`src/rtl/pkt_pkg.sv`:
```
// pkt_pkg: shared state encodings, error bit indices and byte width for pkt_stat
package pkt_pkg;
    typedef enum logic {IDLE = 1'b0, RX = 1'b1} state_t;
    localparam int ERR_SOP = 0;
    localparam int ERR_LEN = 1;
    localparam int ERR_TMO = 2;
    localparam int BYTE_W = 8;
endpackage

```
`src/rtl/pkt_gap_tmr.sv`:
```
// pkt_gap_tmr: idle-gap counter; expire fires on the cycle the gap reaches TMO_CYC
module pkt_gap_tmr #(
    parameter int TMO_CYC = 16
) (
    input  logic clk,
    input  logic rst,
    input  logic clr,
    input  logic inc,
    output logic expire
);
    logic [7:0] cnt;
    assign expire = inc && cnt == 8'(TMO_CYC - 1);
    always_ff @(posedge clk) begin
        if (rst || clr)
            cnt <= '0;
        else if (inc)
            cnt <= cnt + 1'b1;
    end
endmodule

```
`src/rtl/pkt_stat.sv`:
```
// pkt_stat: per-packet length, byte sum and framing-error summary
// Optional PKT_STAT_CNT_EN adds pkt_cnt, a count of error-free reports.
module pkt_stat
    import pkt_pkg::*;
#(
    parameter int LEN_W   = 8,
    parameter int MAX_LEN = 64,
    parameter int TMO_CYC = 16
) (
    input  logic              clk,
    input  logic              rst,
    input  logic [BYTE_W-1:0] din,
    input  logic              din_sop,
    input  logic              din_eop,
    input  logic              din_vld,
    output logic              stat_vld,
    output logic [LEN_W-1:0]  stat_len,
    output logic [BYTE_W-1:0] stat_sum,
    output logic [2:0]        stat_err,
    output logic              drop_pls
`ifdef PKT_STAT_CNT_EN
    ,
    output logic [15:0]       pkt_cnt
`endif
);
    state_t state, state_n;
    logic [LEN_W-1:0] len, len_n, len_upd, rpt_len;
    logic [BYTE_W-1:0] sum, sum_n, sum_upd, rpt_sum;
    logic [2:0] err, err_n, rpt_err;
    logic rpt, drop, inc, clr, expire, over;

    pkt_gap_tmr #(.TMO_CYC(TMO_CYC)) u_gap (
        .clk(clk),
        .rst(rst),
        .clr(clr),
        .inc(inc),
        .expire(expire)
    );

    assign clr     = state == IDLE || din_vld;
    assign len_upd = &len ? len : len + 1'b1;
    assign sum_upd = sum + din;
    assign over    = int'(len_upd) > MAX_LEN;

    always_ff @(posedge clk) begin
        if (rst)
            state <= IDLE;
        else
            state <= state_n;
    end

    // A sop while a packet is open closes it as truncated; if that sop beat is
    // also eop the would-be single-byte packet is dropped instead of reported.
    always_comb begin
        state_n = state;
        len_n   = len;
        sum_n   = sum;
        err_n   = err;
        rpt     = 1'b0;
        rpt_len = len;
        rpt_sum = sum;
        rpt_err = err;
        drop    = 1'b0;
        inc     = 1'b0;
        if (state == IDLE) begin
            if (din_vld && din_sop) begin
                len_n   = LEN_W'(1);
                sum_n   = din;
                err_n   = '0;
                rpt     = din_eop;
                rpt_len = LEN_W'(1);
                rpt_sum = din;
                rpt_err = '0;
                state_n = din_eop ? IDLE : RX;
            end else
                drop = din_vld;
        end else if (din_vld && din_sop) begin
            rpt              = 1'b1;
            rpt_err[ERR_SOP] = 1'b1;
            len_n            = LEN_W'(1);
            sum_n            = din;
            err_n            = '0;
            drop             = din_eop;
            state_n          = din_eop ? IDLE : RX;
        end else if (din_vld) begin
            len_n          = len_upd;
            sum_n          = sum_upd;
            err_n[ERR_LEN] = err[ERR_LEN] | over;
            rpt            = din_eop;
            rpt_len        = len_upd;
            rpt_sum        = sum_upd;
            rpt_err        = err_n;
            state_n        = din_eop ? IDLE : RX;
        end else begin
            inc              = 1'b1;
            rpt              = expire;
            rpt_err[ERR_TMO] = 1'b1;
            state_n          = expire ? IDLE : RX;
        end
    end

    always_ff @(posedge clk) begin
        if (rst) begin
            len      <= '0;
            sum      <= '0;
            err      <= '0;
            stat_vld <= 1'b0;
            stat_len <= '0;
            stat_sum <= '0;
            stat_err <= '0;
            drop_pls <= 1'b0;
        end else begin
            len      <= len_n;
            sum      <= sum_n;
            err      <= err_n;
            stat_vld <= rpt;
            drop_pls <= drop;
            if (rpt) begin
                stat_len <= rpt_len;
                stat_sum <= rpt_sum;
                stat_err <= rpt_err;
            end
        end
    end

`ifdef PKT_STAT_CNT_EN
    always_ff @(posedge clk) begin
        if (rst)
            pkt_cnt <= '0;
        else if (rpt && rpt_err == 3'b000)
            pkt_cnt <= pkt_cnt + 1'b1;
    end
`endif
endmodule

```
`config.mk`:
```
export PLATFORM = sky130hd
export DESIGN_NAME = pkt_stat
export DESIGN_NICKNAME = d
export VERILOG_FILES = /design/src/rtl/pkt_pkg.sv /design/src/rtl/pkt_gap_tmr.sv /design/src/rtl/pkt_stat.sv
export SDC_FILE = /design/constraint.sdc
export NUM_CORES = 1
export LEC_CHECK = 0
export CAP_MARGIN = 40
export CORE_UTILIZATION = 50
export CTS_CLUSTER_DIAMETER = 100
export DETAILED_ROUTE_END_ITERATION = 10
export PLACE_DENSITY = 0.76
export SYNTH_ARGS = -nofsm -noshare
export SYNTH_HDL_FRONTEND = slang
export SYNTH_HIERARCHICAL = 1
export SYNTH_SLANG_ARGS = --single-unit
```
`constraint.sdc`:
```
create_clock -name clk -period 2.35 [get_ports clk]
set_input_delay 0.47 -clock clk [delete_from_list [all_inputs] [get_ports clk]]
set_output_delay 0.47 -clock clk [all_outputs]
set_load 0.05 [all_outputs]
```
==> flow_summary.yaml <==
yosys:
  yosysTopAreaCell: "dfxtp_1"
  synth-edff-count: 0
  syn_inst: 353
  yosysUniqueCellTypes: 61
  netlist.area_leader.share: 0.3477
  yosysSeqAreaShare: 0.3477
  synth.most_common_cell: "nor2_1"
  synth_fp_nets: 376
  syn_avg_cell_area_sq_um: 7.993
  synthesis.area_sq_um: 2821
  async_flop_share: 0
  synthTopCellsByCount: "nor2_1, dfxtp_1, nand2_1, a21oi_1, o21ai_0"
  synth_ff_type: "dfxtp_1"
  synth-seq-cells: 49
  synth_area_leaders: "dfxtp_1, nor2_1, nand2_1"
  ys_warn_count: 6
sta:
  layout_min_cycle_time_ns: 2.297
  period_share: 0.9773
  tns_ns: 0
  max-slew-margin-rel: 0.6608
  fmax_mhz: 435.4
  worstMarginPinSlew_ns: 0.5072
  fin_hold_ws_ns: 0.4602
  skew_ns: 0.006505
  drv_slew: 0
  hold_violations: 0
  finalSetupViolCount: 0
worst_setup_path:
  r2r-end: "sum[6]"
  worstPathRequired_ns: 2.56
  worstPathArrival_ns: 2.51
  startpoint_type: "primary input"
  reg2reg_slack_ns: 0.21
  cpPeakStageDelay_ns: 0.49
  reg2regPathDepth: 8
  critPathMaxFanout: 3
  crit_chain: "clkdlybuf4s50_1 > ha_1 > nor2b_4 > o31a_1 > or4_4 > nand3_2 > a211oi_2 > a2111oi_2"
  crit_start: "din[2]"
  cpMaxStageDelayCell: "or4_4"
  end_kind: "register"
  path_class: "in2reg"
  rr_startpoint: "sum[0]"
floorplanning:
  start_util: 0.5354
  coreArea_sq_um: 5270
  fp.dieArea_sq_um: 5947
  die_h_um: 77.12
  die_w_um: 77.12
  rows: 26
  ios: 34
status:
  outcome: "finished, final reports clean"
route:
  wire_per_inst_um: 14.32
  routed_via_density: 5.804
  drtAntennaViolNets: 0
  wl_mm: 7.033
  vias: 2850
  route.detailed.drc: 0
  firstDrtPassIters: 4
  dr.first_iter.drc_count: 231
cts:
  cts_num_sinks: 49
  hold_buffers: 0
  cts_max_path_buffers: 2
  htree_levels: 2
  clkSlewWorstSetupHoldPaths_ns: 0.09
  clockRootBuffer: "clkbuf_8"
  clk_latency_ns: 0.30
  cts_tree: "done"
  cts_setup_buffers: 0
  cts_buffers: 5
final_layout:
  syn2layout_area_growth_pct: 28.87
  fin_util: 0.6899
  drive_gt1_frac: 0.1734
  nets: 443
  post-route-cell-area_sq_um: 3636
  n_antenna_cell: 0
min_path:
  hold_path.class: "reg2reg"
  worstHoldEndpoint: "stat_len[7]"
  worstHoldStart: "stat_len[7]"
  whs_path_depth: 2
global_route:
  grt_pass1_vias: 2635
  grt_first_pass_wirelength_mm: 11.94
  grt_use_met2: 0.4177
  gr-total-overflow: 0
  grt_max_degree: 45
  grt_use_met1: 0.3270
  antenna_found_initial: 0
  use_met3: 0.04643
  track_usage: 0.2507
  grt-busiest-layer: "met2"
placement:
  hpwl_mm: 5.143
  portBuffers: 33
  place_area_sq_um: 3528
  gp_congestion: 0.8709
power:
  irDropWorstVdd_v: 0.0002710
  powerDensity_nw_per_um2: 498.8
  leakage_nw: 1.379
job:
  maxCapViolCount: 0
[metrics by stage]
stage	std cells	setup slack, ns	total power, mW
final	491	0.05338	1.814
after global routing	491	-0.1044	1.906
after CTS	491	0.01962	1.828
after detailed placement	483	-0.4222	1.326
after global placement	483	-0.3890	1.317
after floorplan	353	0.07120	1.159
[state kept, by name (all words and copies together), names as in the netlist]
register,cells
err,3
state,1
drop_pls,1
sum,8
stat_err,3
stat_sum,8
stat_vld,1
stat_len,8
len,8
u_gap/cnt,8
[where the power goes]
part	total (mW)	internal (mW)	switching [mW]
Combinational	0.433	0.192	0.241
Clock	0.499	0.209	0.290
Sequential	0.882	0.859	0.0226
[cells by family after synthesis]
logic type	share of synthesized area
compound gates	0.2665
xor+xnor	0.02173
fa+ha+maj	0.05056
buf+inv	0.04302
flops	0.3477
mux	0.01774
simple gates	0.2528
[worst max-delay path: cells and delay by family]
family / cells / cell delay [ns]
fa+ha+maj: 1 / 0.31
simple gates: 3 / 0.73
buf+inv: 1 / 0.42
compound gates: 3 / 0.57
[how the worst max path moves through the flow]
stage                  end  cells after the start
6_report       stat_sum[6]                      8
5_1_grt             sum[7]                      9
4_1_cts             sum[7]                      8
3_5_place_dp   stat_sum[6]                     10
3_3_place_gp   stat_sum[6]                     10
2_1_floorplan  stat_sum[5]                     10
[cell type report]
class                   count  area [sq um]
fillers                   475          1634
well taps                  70         87.58
clock buffers               5         68.82
flip-flops and latches     49         980.9
multi-input cells         275          1744
inverters                   8         30.03
repair buffers             81         701.9
clock inverters             3         22.52
[per-layer routing]
layer | vias up | part of all wire
met5 | - | 0
met4 | 0 | 0.0092
met3 | 6 | 0.041
met2 | 61 | 0.48
met1 | 1345 | 0.47
li1 | 1438 | -
[cell usage in the layout (no fill, tap or decap), types with 5 or more instances in the layout]
master	count
nor2b_1	5
a31oi_1	7
o22ai_1	7
nor2_1	53
ha_1	8
inv_1	6
nor3b_1	5
o21a_1	5
clkdlybuf4s50_1	32
nor3_1	11
a311oi_1	5
xor2_1	5
nand2_1	31
buf_4	47
clkbuf_8	5
a21oi_1	23
a211oi_1	11
o21ai_0	14
mux2i_1	5
dfxtp_1	49
nand3_1	8
[what timing repair did]
item / CTS / global route
gates resized for setup: 4 / 2
endpoints found under the hold margin: 0 / 0
pin swaps: 3 / 0
endpoints found under the setup margin: 2 / 2
Note: power is estimated with default switching activity, not from simulation.
==> edit, RTL diff (config.mk and constraints unchanged) <==
Put one more register stage on the output `stat_err`. The value now appears one clock later. The other outputs are not delayed to match.
--- a/src/rtl/pkt_stat.sv
+++ b/src/rtl/pkt_stat.sv
@@ -23,6 +23,8 @@
     output logic [15:0]       pkt_cnt
 `endif
 );
+
+    logic [2:0] stat_err_s0;
     state_t state, state_n;
     logic [LEN_W-1:0] len, len_n, len_upd, rpt_len;
     logic [BYTE_W-1:0] sum, sum_n, sum_upd, rpt_sum;
@@ -107,7 +109,7 @@
             stat_vld <= 1'b0;
             stat_len <= '0;
             stat_sum <= '0;
-            stat_err <= '0;
+            stat_err_s0 <= '0;
             drop_pls <= 1'b0;
         end else begin
             len      <= len_n;
@@ -118,7 +120,7 @@
             if (rpt) begin
                 stat_len <= rpt_len;
                 stat_sum <= rpt_sum;
-                stat_err <= rpt_err;
+                stat_err_s0 <= rpt_err;
             end
         end
     end
@@ -131,5 +133,9 @@
             pkt_cnt <= pkt_cnt + 1'b1;
     end
 `endif
+    always_ff @(posedge clk) begin
+        stat_err <= stat_err_s0;
+    end
+
 endmodule
 
Formal check against the unedited RTL: not equivalent (Yosys sat finds a counterexample within 4 cycles, from zero or initial values and one cycle with rst high).
==> edit against the unedited design <==
- synthesized area up 7.1%
- synthesized cell count grew 3.4%
- cell area up 6.0%
- clock power is 3% higher
- worst setup slack improved by 0.037 ns
- routed wire length up 8.2%
- power is 7.5% higher
- sequential cell count increased by 3
- via count up 2.4%
- global-route usage grew 1.2 points
- critical endpoint is now stat_sum[7]
==> edit: results (changes against the unedited design) <==
| Metric | Value |
|---|---|
| Adder-Cell Fraction of Synth Area | 0.0439 (was 0.0506) |
| First-pass DRT Iterations | 5 (was 4) |
| XOR/XNOR share of the synthesized area | 0.0261 (was 0.0217) |
| Gate power share | 0.254 (was 0.239) |
| Top cells by count, synth | 58 x nor2_1, 52 x dfxtp_1, 37 x nand2_1 (was 54 x nor2_1, 49 x dfxtp_1, 31 x nand2_1) |
| Worst slew pin tran | 0.506 ns (was 0.507 ns) |
| Met1 WL | 3410 µm (was 3340 µm) |
| First-pass GRT wire length | 13,200 µm (was 11,900 µm) |
| Routed length on met2 | 3680 µm (was 3340 µm) |
| Critical-path top delay cell | clkdlybuf4s50_1 (was or4_4) |
| Starting DRC count in detailed routing | 165 (was 231) |
| Leak | 0.00143 µW (was 0.00138 µW) |
| Net Sw Frac | 0.310 (was 0.305) |
| Min Tclk post-route | 2.26 ns (was 2.30 ns) |
| Register area share after synthesis | 0.345 (was 0.348) |
| Status | completed (unchanged) |
| Dpl cell area | 0.00369 mm² (was 0.00353 mm²) |
| Peak VDD IR | 308 µV (was 271 µV) |
| Met3 Wirelength | 348 µm (was 287 µm) |
| Post-synthesis compound-gate area fraction | 0.275 (was 0.267) |
| Vias in the first global route | 2,816 (was 2,635) |
| GR Layer Usage met2 | 0.440 (was 0.418) |
| Worst r2r src | sum[2] (was sum[0]) |
| Top fanout value on the critical path | 4 (was 3) |
| Gpl congestion | 0.883 (was 0.871) |
| Cell count after synthesis | 365 (was 353) |
| GR Util met1 | 0.346 (was 0.327) |
| Hold WS | 0.357 ns (was 0.460 ns) |
| Worst path max stage delay | 0.53 ns (was 0.49 ns) |
| Largest net degree at the start of global routing | 22 (was 45) |
| Reg2reg path depth | 7 (was 8) |
| Detailed placer's ending HPWL | 5720 µm (was 5140 µm) |
| Sequential share of power | 0.482 (was 0.486) |
| GR Layer Usage met3 | 0.0343 (was 0.0464) |
| Final Util | 0.679 (was 0.690) |
| Placed insts | 495 (was 483) |
| Critical Path AT | 2.50 ns (was 2.51 ns) |
| Mux cell area share after synthesis | 0.0211 (was 0.0177) |
| Hold EP | stat_err[2] (was stat_len[7]) |
| Postcts setup bufs | 1 (was 0) |
| Netlist cell types | 70 (was 61) |
| Fraction of layout cells with a size suffix above 1 | 0.212 (was 0.173) |
| Critical R2R Capture | stat_sum[7] (was sum[6]) |
| Comb pwr | 495 µW (was 433 µW) |
| Hold wc startpoint | stat_err_s0[2] (was stat_len[7]) |
| Final setup skew | 0.00523 ns (was 0.00650 ns) |
| Non-filler cells, final | 505 (was 491) |
| Fill count | 476 (was 475) |
| Ranking of synthesized cells by area | dfxtp_1 34%, nor2_1 7.2%, nand2_1 4.6% (was dfxtp_1 35%, nor2_1 7.2%, nand2_1 4.1%) |
| Dpl ws | -0.436 ns (was -0.422 ns) |
edit: final cells by class:
type                       instances  share of cell area
multi-input combinational        279               0.483
inverter                          10             0.00974
tap                               72              0.0234
sequential                        52               0.270
clock inverter                     2             0.00422
timing repair buffer              84               0.190
clock buffer                       6              0.0188
edit: worst max-delay path by stage:
stage	from	end	slack (ns)	depth (start not counted)
detailed placement	din[0]	sum[6]	-0.44	10
global placement	din[0]	stat_sum[6]	-0.32	10
floorplan	din_vld	stat_len[1]	0.05	10
finish	din[4]	stat_sum[7]	0.09	8
global route	din[4]	stat_sum[7]	0.04	8
CTS	din[0]	sum[6]	-0.04	10
edit: worst max-delay path, delay by kind of cell:
| kind | cells | cell delay, ns |
|---|---|---|
| mux | 1 | 0.33 |
| compound gates | 4 | 0.76 |
| fa+ha+maj | 1 | 0.24 |
| buf+inv | 1 | 0.53 |
| simple gates | 1 | 0.17 |
